**src/rtl/sprite_loader.sv**
```systemverilog
// Sprite image loader: finds a two-byte sync header in a byte stream, then writes one
// frame of packed RGB pixels to image RAM while keeping a running modulo-256 checksum.
module sprite_loader #(
  parameter int          ADDR_BITS = 16,
  parameter int          TIMEOUT   = 1000000,
  parameter logic [7:0]  SYNC0     = 8'hA5,
  parameter logic [7:0]  SYNC1     = 8'h5A
) (
  input  logic                 clk,
  input  logic                 reset,
  input  logic                 start,
  input  logic [7:0]           in_data,
  input  logic                 in_valid,
  output logic                 in_ready,
  output logic                 ram_we,
  output logic [ADDR_BITS-1:0] ram_addr,
  output logic [7:0]           ram_wdata,
  output logic                 busy,
  output logic                 done,
  output logic                 error,
  output logic [7:0]           checksum
);

  localparam int                   TW     = (TIMEOUT > 1) ? $clog2(TIMEOUT) : 1;
  localparam logic [TW-1:0]        T_LAST = TW'(TIMEOUT - 1);
  localparam logic [ADDR_BITS-1:0] A_LAST = '1;

  typedef enum logic [2:0] {
    S_IDLE, S_HDR0, S_HDR1, S_LOAD, S_DONE, S_ERROR
  } state_t;

  state_t               state;
  logic [ADDR_BITS-1:0] cnt;
  logic [TW-1:0]        idle_cnt;
  logic [7:0]           sum;
  logic                 vld_p1;
  logic [ADDR_BITS-1:0] addr_p1;
  logic [7:0]           wdata_p1;
  logic                 active;
  logic                 accept;

  function automatic logic [7:0] csum_add(input logic [7:0] a, input logic [7:0] b);
    return a + b;
  endfunction

  assign active = (state == S_HDR0) || (state == S_HDR1) || (state == S_LOAD);
  assign accept = in_valid & in_ready;

  // Outputs are forced to zero for the whole cycle reset is asserted.
  assign in_ready  = active & ~reset;
  assign busy      = active & ~reset;
  assign done      = (state == S_DONE) & ~reset;
  assign error     = (state == S_ERROR) & ~reset;
  assign ram_we    = vld_p1 & ~reset;
  assign ram_addr  = reset ? '0 : addr_p1;
  assign ram_wdata = reset ? '0 : wdata_p1;
  assign checksum  = reset ? '0 : sum;

  // Stage p0 -> p1: accepted payload byte becomes a RAM write on the next cycle.
  always_ff @(posedge clk) begin
    if (reset) begin
      state    <= S_IDLE;
      cnt      <= '0;
      idle_cnt <= '0;
      sum      <= '0;
      vld_p1   <= 1'b0;
      addr_p1  <= '0;
      wdata_p1 <= '0;
    end else begin
      vld_p1 <= 1'b0;
      case (state)
        S_IDLE, S_DONE, S_ERROR: begin
          if (start) begin
            state    <= S_HDR0;
            cnt      <= '0;
            idle_cnt <= '0;
            sum      <= '0;
            addr_p1  <= '0;
          end
        end
        default: begin
          if (accept) begin
            idle_cnt <= '0;
            case (state)
              S_HDR0: begin
                if (in_data == SYNC0) state <= S_HDR1;
              end
              S_HDR1: begin
                if (in_data == SYNC1)      state <= S_LOAD;
                else if (in_data != SYNC0) state <= S_HDR0;
              end
              S_LOAD: begin
                vld_p1   <= 1'b1;
                addr_p1  <= cnt;
                wdata_p1 <= in_data;
                sum      <= csum_add(sum, in_data);
                // Last address ends the frame; the counter never wraps back to 0.
                if (cnt == A_LAST) state <= S_DONE;
                else               cnt   <= cnt + 1'b1;
              end
              default: ;
            endcase
          end else if (idle_cnt == T_LAST) begin
            state <= S_ERROR;
          end else begin
            idle_cnt <= idle_cnt + 1'b1;
          end
        end
      endcase
    end
  end

endmodule
```
**config.mk**
```make
export PLATFORM = sky130hd
export DESIGN_NAME = sprite_loader
export DESIGN_NICKNAME = d
export VERILOG_FILES = /design/src/rtl/sprite_loader.sv
export SDC_FILE = /design/constraint.sdc
export NUM_CORES = 1
export LEC_CHECK = 0
export ABC_AREA = 1
export BUFFER_PORTS_ARGS = -buffer_cell sky130_fd_sc_hd__buf_2
export CORE_AREA = 2 2 89 91
export CTS_BUF_LIST = sky130_fd_sc_hd__clkbuf_8
export DETAILED_ROUTE_END_ITERATION = 10
export DIE_AREA = 0 0 91 93
export PLACE_DENSITY = 0.84
export RECOVER_POWER = 25
export SETUP_SLACK_MARGIN = 0.05
export SLEW_MARGIN = 20
export SYNTH_ARGS = -nofsm -noshare
export SYNTH_HDL_FRONTEND = slang
export SYNTH_SLANG_ARGS = --single-unit
```
**constraint.sdc**
```tcl
create_clock -name clk -period 1.7 [get_ports clk]
set_input_delay 0.085 -clock clk [delete_from_list [all_inputs] [get_ports clk]]
set_output_delay 0.085 -clock clk [all_outputs]
set_load 0.01 [all_outputs]
```
==> results.md <==
* Largest net degree at the start of global routing at 44
* DR WL/cell at 14.1 µm
* Count of max-cap constraint violations at 0
* Grt ovf at 0
* Height of the die at 93 µm
* Worst path cell trace: inv_2 -> o21ai_4 -> or2_4 -> nand2_4 -> buf_6 -> or2_2 -> a21oi_2
* CTS tree: built
* Max_slew headroom at 0.673
* Clk slew on worst S/H paths at 90 ps
* Clk network pwr share at 0.267
* Crit path kind: reg -> reg
* Synth cell types at 42
* Setup slack after layout at 42.2 ps
* Initial DRC count at 273
* Antenna cells at 0
* Critical path's largest stage delay at 360 ps
* Design area at 4990 µm²
* Clock Tree Root: clkbuf_8
* Setup TNS at 0 ps
* First-pass GRT wire length at 17000 µm
* Die Span X at 91 µm
* Num Clock Sinks at 72
* Crit path required time at 2000 ps
* Async S/R FF share, synth at 0
* Crit path depth at 7
* Ys flop type: dfxtp_1
* Layout cells sized above 1 at 0.283
* # rows at 32
* # nets final at 700
* CTS buffer count at 9
* Drt total wl at 11000 µm
* Fmax achieved at 0.603 GHz
* P per Cell Area at 976 nW/µm²
* Worst Setup End Kind: flop
* Max FO, Critical Path at 8
* Crit path buffers/inverters at 2
* Average size of a mapped cell at 6.61 µm²
* Synth Warn # at 0
* Number of synthesized flops with an enable pin at 0
* Post-Synthesis Cells at 600
* Final setup vio count at 0
* Number of global-route vias before repair at 3909
* Post-Route Utilization at 0.663
* VDD IR max at 0.557 mV
* Post-CTS Hold Fix Bufs at 0
* Worst Tran Pin Value at 491 ps
* Gp weighted congestion at 0.885
* Starting density of the core at 0.527
* Final Hold Fails at 0
* Outcome: complete, no violations
* Area growth syn-to-layout at 25.8%
* Worst hold path class: in -> reg
* Seq pwr share at 0.384
* WP data arrival at 1950 ps
* Die area at 8460 µm²
* Layout Skew at 17.7 ps
* Post-Layout Cell Count at 785
* Sw Share at 0.384
* Core Area at 7530 µm²
* Min-Delay Path Depth at 3
* Critical path startpoint category: flop
* Reg-to-reg slack, setup at 40 ps
* RSZ-0062 raised after global routing: true
* Multi-input logic area at 2330 µm²
* Htree depth at 3
* Area post-placement at 4410 µm²
* Crit path time final at 1660 ps
* Routed Antenna Nets at 0
* Drt via density at 5.40
* Placed cell count at 756
* Pleak at 2.07 nW
* Port buffer count at 48
* Seq/Total Area, Yosys at 0.363
* CP max stage cell: dfxtp_2
* P_sw at 0.00187 W
* Worst slack, placed at -40.9 ps
* TritonRoute pass-1 iters at 5
* Remaining DRCs at 0
* Comb power frac at 0.349
* Placed wire-length estimate at 7060 µm
* R2R cell count at 7
* Clock Latency Late Sink at 370 ps
* FF+latch count, synth at 72
* Storage cell area at 1450 µm²
* GRT Util Overall at 0.243
* Critical path's top delay family: simple AND/OR/NAND/NOR gates
* Synthesized cell area at 3970 µm²
* Filler cell count at 627
* Internal cell power at 0.00300 W
* I/O pin cnt at 49
* Syn Nets at 622
* Final Slew Violations at 0
* Worst-case clock buffer depth at 2
* Final period util at 0.975
* Initial antenna violation count at 0
* Via count at 4242
layout by cell type (no fill, tap or decap), types with 2 or more instances in the layout:
master        n
nand3_2       9
nand2_1     120
a22o_1        2
o21a_1        2
nand3_1      28
dfxtp_1      62
a21oi_1      30
nor2_2        7
inv_1        81
or2_2         2
nand4_2       2
nor3_4        4
nor3_2        2
clkinv_4      2
nor2_4        8
a21oi_2       5
clkbuf_8     10
nor2_1       77
inv_8         2
dfxtp_2      10
buf_6         5
buf_4        32
ha_4          4
nor3_1       16
nand2_4       6
o21ai_0      38
ha_1          5
clkinvlp_4    3
buf_2        48
inv_2         7
nand2_2      16
xor2_1        3
o21ai_1       9
nand4_1      11
final timing paths:
| path | from | end |
|---|---|---|
| setup / recovery | state[0] | idle_cnt[0] |
| hold / removal | in_data[7] | wdata_p1[7] |
| setup reg to reg | state[0] | idle_cnt[0] |
| hold reg to reg | wdata_p1[7] | wdata_p1[7] |
layer usage:
metal  up-vias  track usage  part of all wire
met5         -            0                 0
met4         0        0.115             0.033
met2       166        0.448              0.51
met1      1960        0.274              0.39
li1       2069            -                 -
met3        47       0.0379             0.061
worst reg2reg max path, delay by kind of cell, from the launching register on:
| kind | cells | cell delay (ps) |
|---|---|---|
| flip-flops | 1 | 360 |
| buffers and inverters | 2 | 250 |
| AND/OR/NAND/NOR | 3 | 610 |
| AO/OA/AOI/OAI | 2 | 380 |
repair_timing:
| action | in CTS | in global routing |
|---|---|---|
| setup endpoints to repair | 25 | 63 |
| pin swaps | 6 | 22 |
| gates cloned | 0 | 0 |
| gates resized for setup | 13 | 74 |
| buffers inserted | 4 | 9 |
power by group through the flow:
| stage | Combinational (W) | Clock (W) | Sequential (W) |
|---|---|---|---|
| global placement | 0.00126 | 0 | 0.00187 |
| CTS | 0.00138 | 0.00129 | 0.00184 |
| floorplan | 0.000977 | 0 | 0.00187 |
| global route | 0.00183 | 0.00135 | 0.00188 |
| finish | 0.00170 | 0.00130 | 0.00187 |
| detailed placement | 0.00131 | 0 | 0.00187 |
cell type report:
class	count	area share
Inverter	92	0.0727
Sequential cell	72	0.291
Clock inverter	6	0.00902
Timing Repair Buffer	85	0.107
Multi-Input combinational cell	418	0.467
Clock buffer	10	0.0276
Tap cell	102	0.0256
synthesized netlist by cell type (2+ instances only):
master | instances | area share
inv_1 | 83 | 0.078
or2_2 | 2 | 0.0032
buf_6 | 2 | 0.0057
a22o_1 | 2 | 0.0044
ha_1 | 9 | 0.028
a21oi_1 | 34 | 0.043
buf_2 | 4 | 0.0050
nand3_2 | 5 | 0.013
nand4_1 | 11 | 0.017
dfxtp_1 | 72 | 0.36
nand2_4 | 4 | 0.011
o21ai_1 | 7 | 0.0088
o21ai_0 | 41 | 0.052
nor3_1 | 18 | 0.023
buf_4 | 3 | 0.0057
xor2_1 | 3 | 0.0066
clkbuf_1 | 4 | 0.0038
inv_2 | 7 | 0.0066
nor3_2 | 4 | 0.010
nand2_1 | 135 | 0.13
nand2_2 | 3 | 0.0047
nand4_2 | 2 | 0.0063
nor2_1 | 87 | 0.082
buf_1 | 4 | 0.0038
nand3_1 | 33 | 0.042
o21a_1 | 2 | 0.0038
nor2_2 | 4 | 0.0063
state kept, by name, indices dropped and copies added, names as in the netlist:
name and cells:
addr_p1 16, cnt 16, idle_cnt 20, state 3
sum 8, vld_p1 1, wdata_p1 8
through the flow:
step	total power, W	hold WS, ps
2_1_floorplan	0.00285	254
3_3_place_gp	0.00313	393
3_5_place_dp	0.00318	403
4_1_cts	0.00451	44.5
5_1_grt	0.00506	111
6_report	0.00487	73.2
cell families after synthesis:
logic type | synth area share
and+or+nand+nor | 0.355
adders and majority gates | 0.0334
AOI/OAI and AO/OA | 0.125
DFF | 0.363
xor gates and xnor gates | 0.00883
buffers and inverters | 0.115
(Power assumes the default switching activity.)
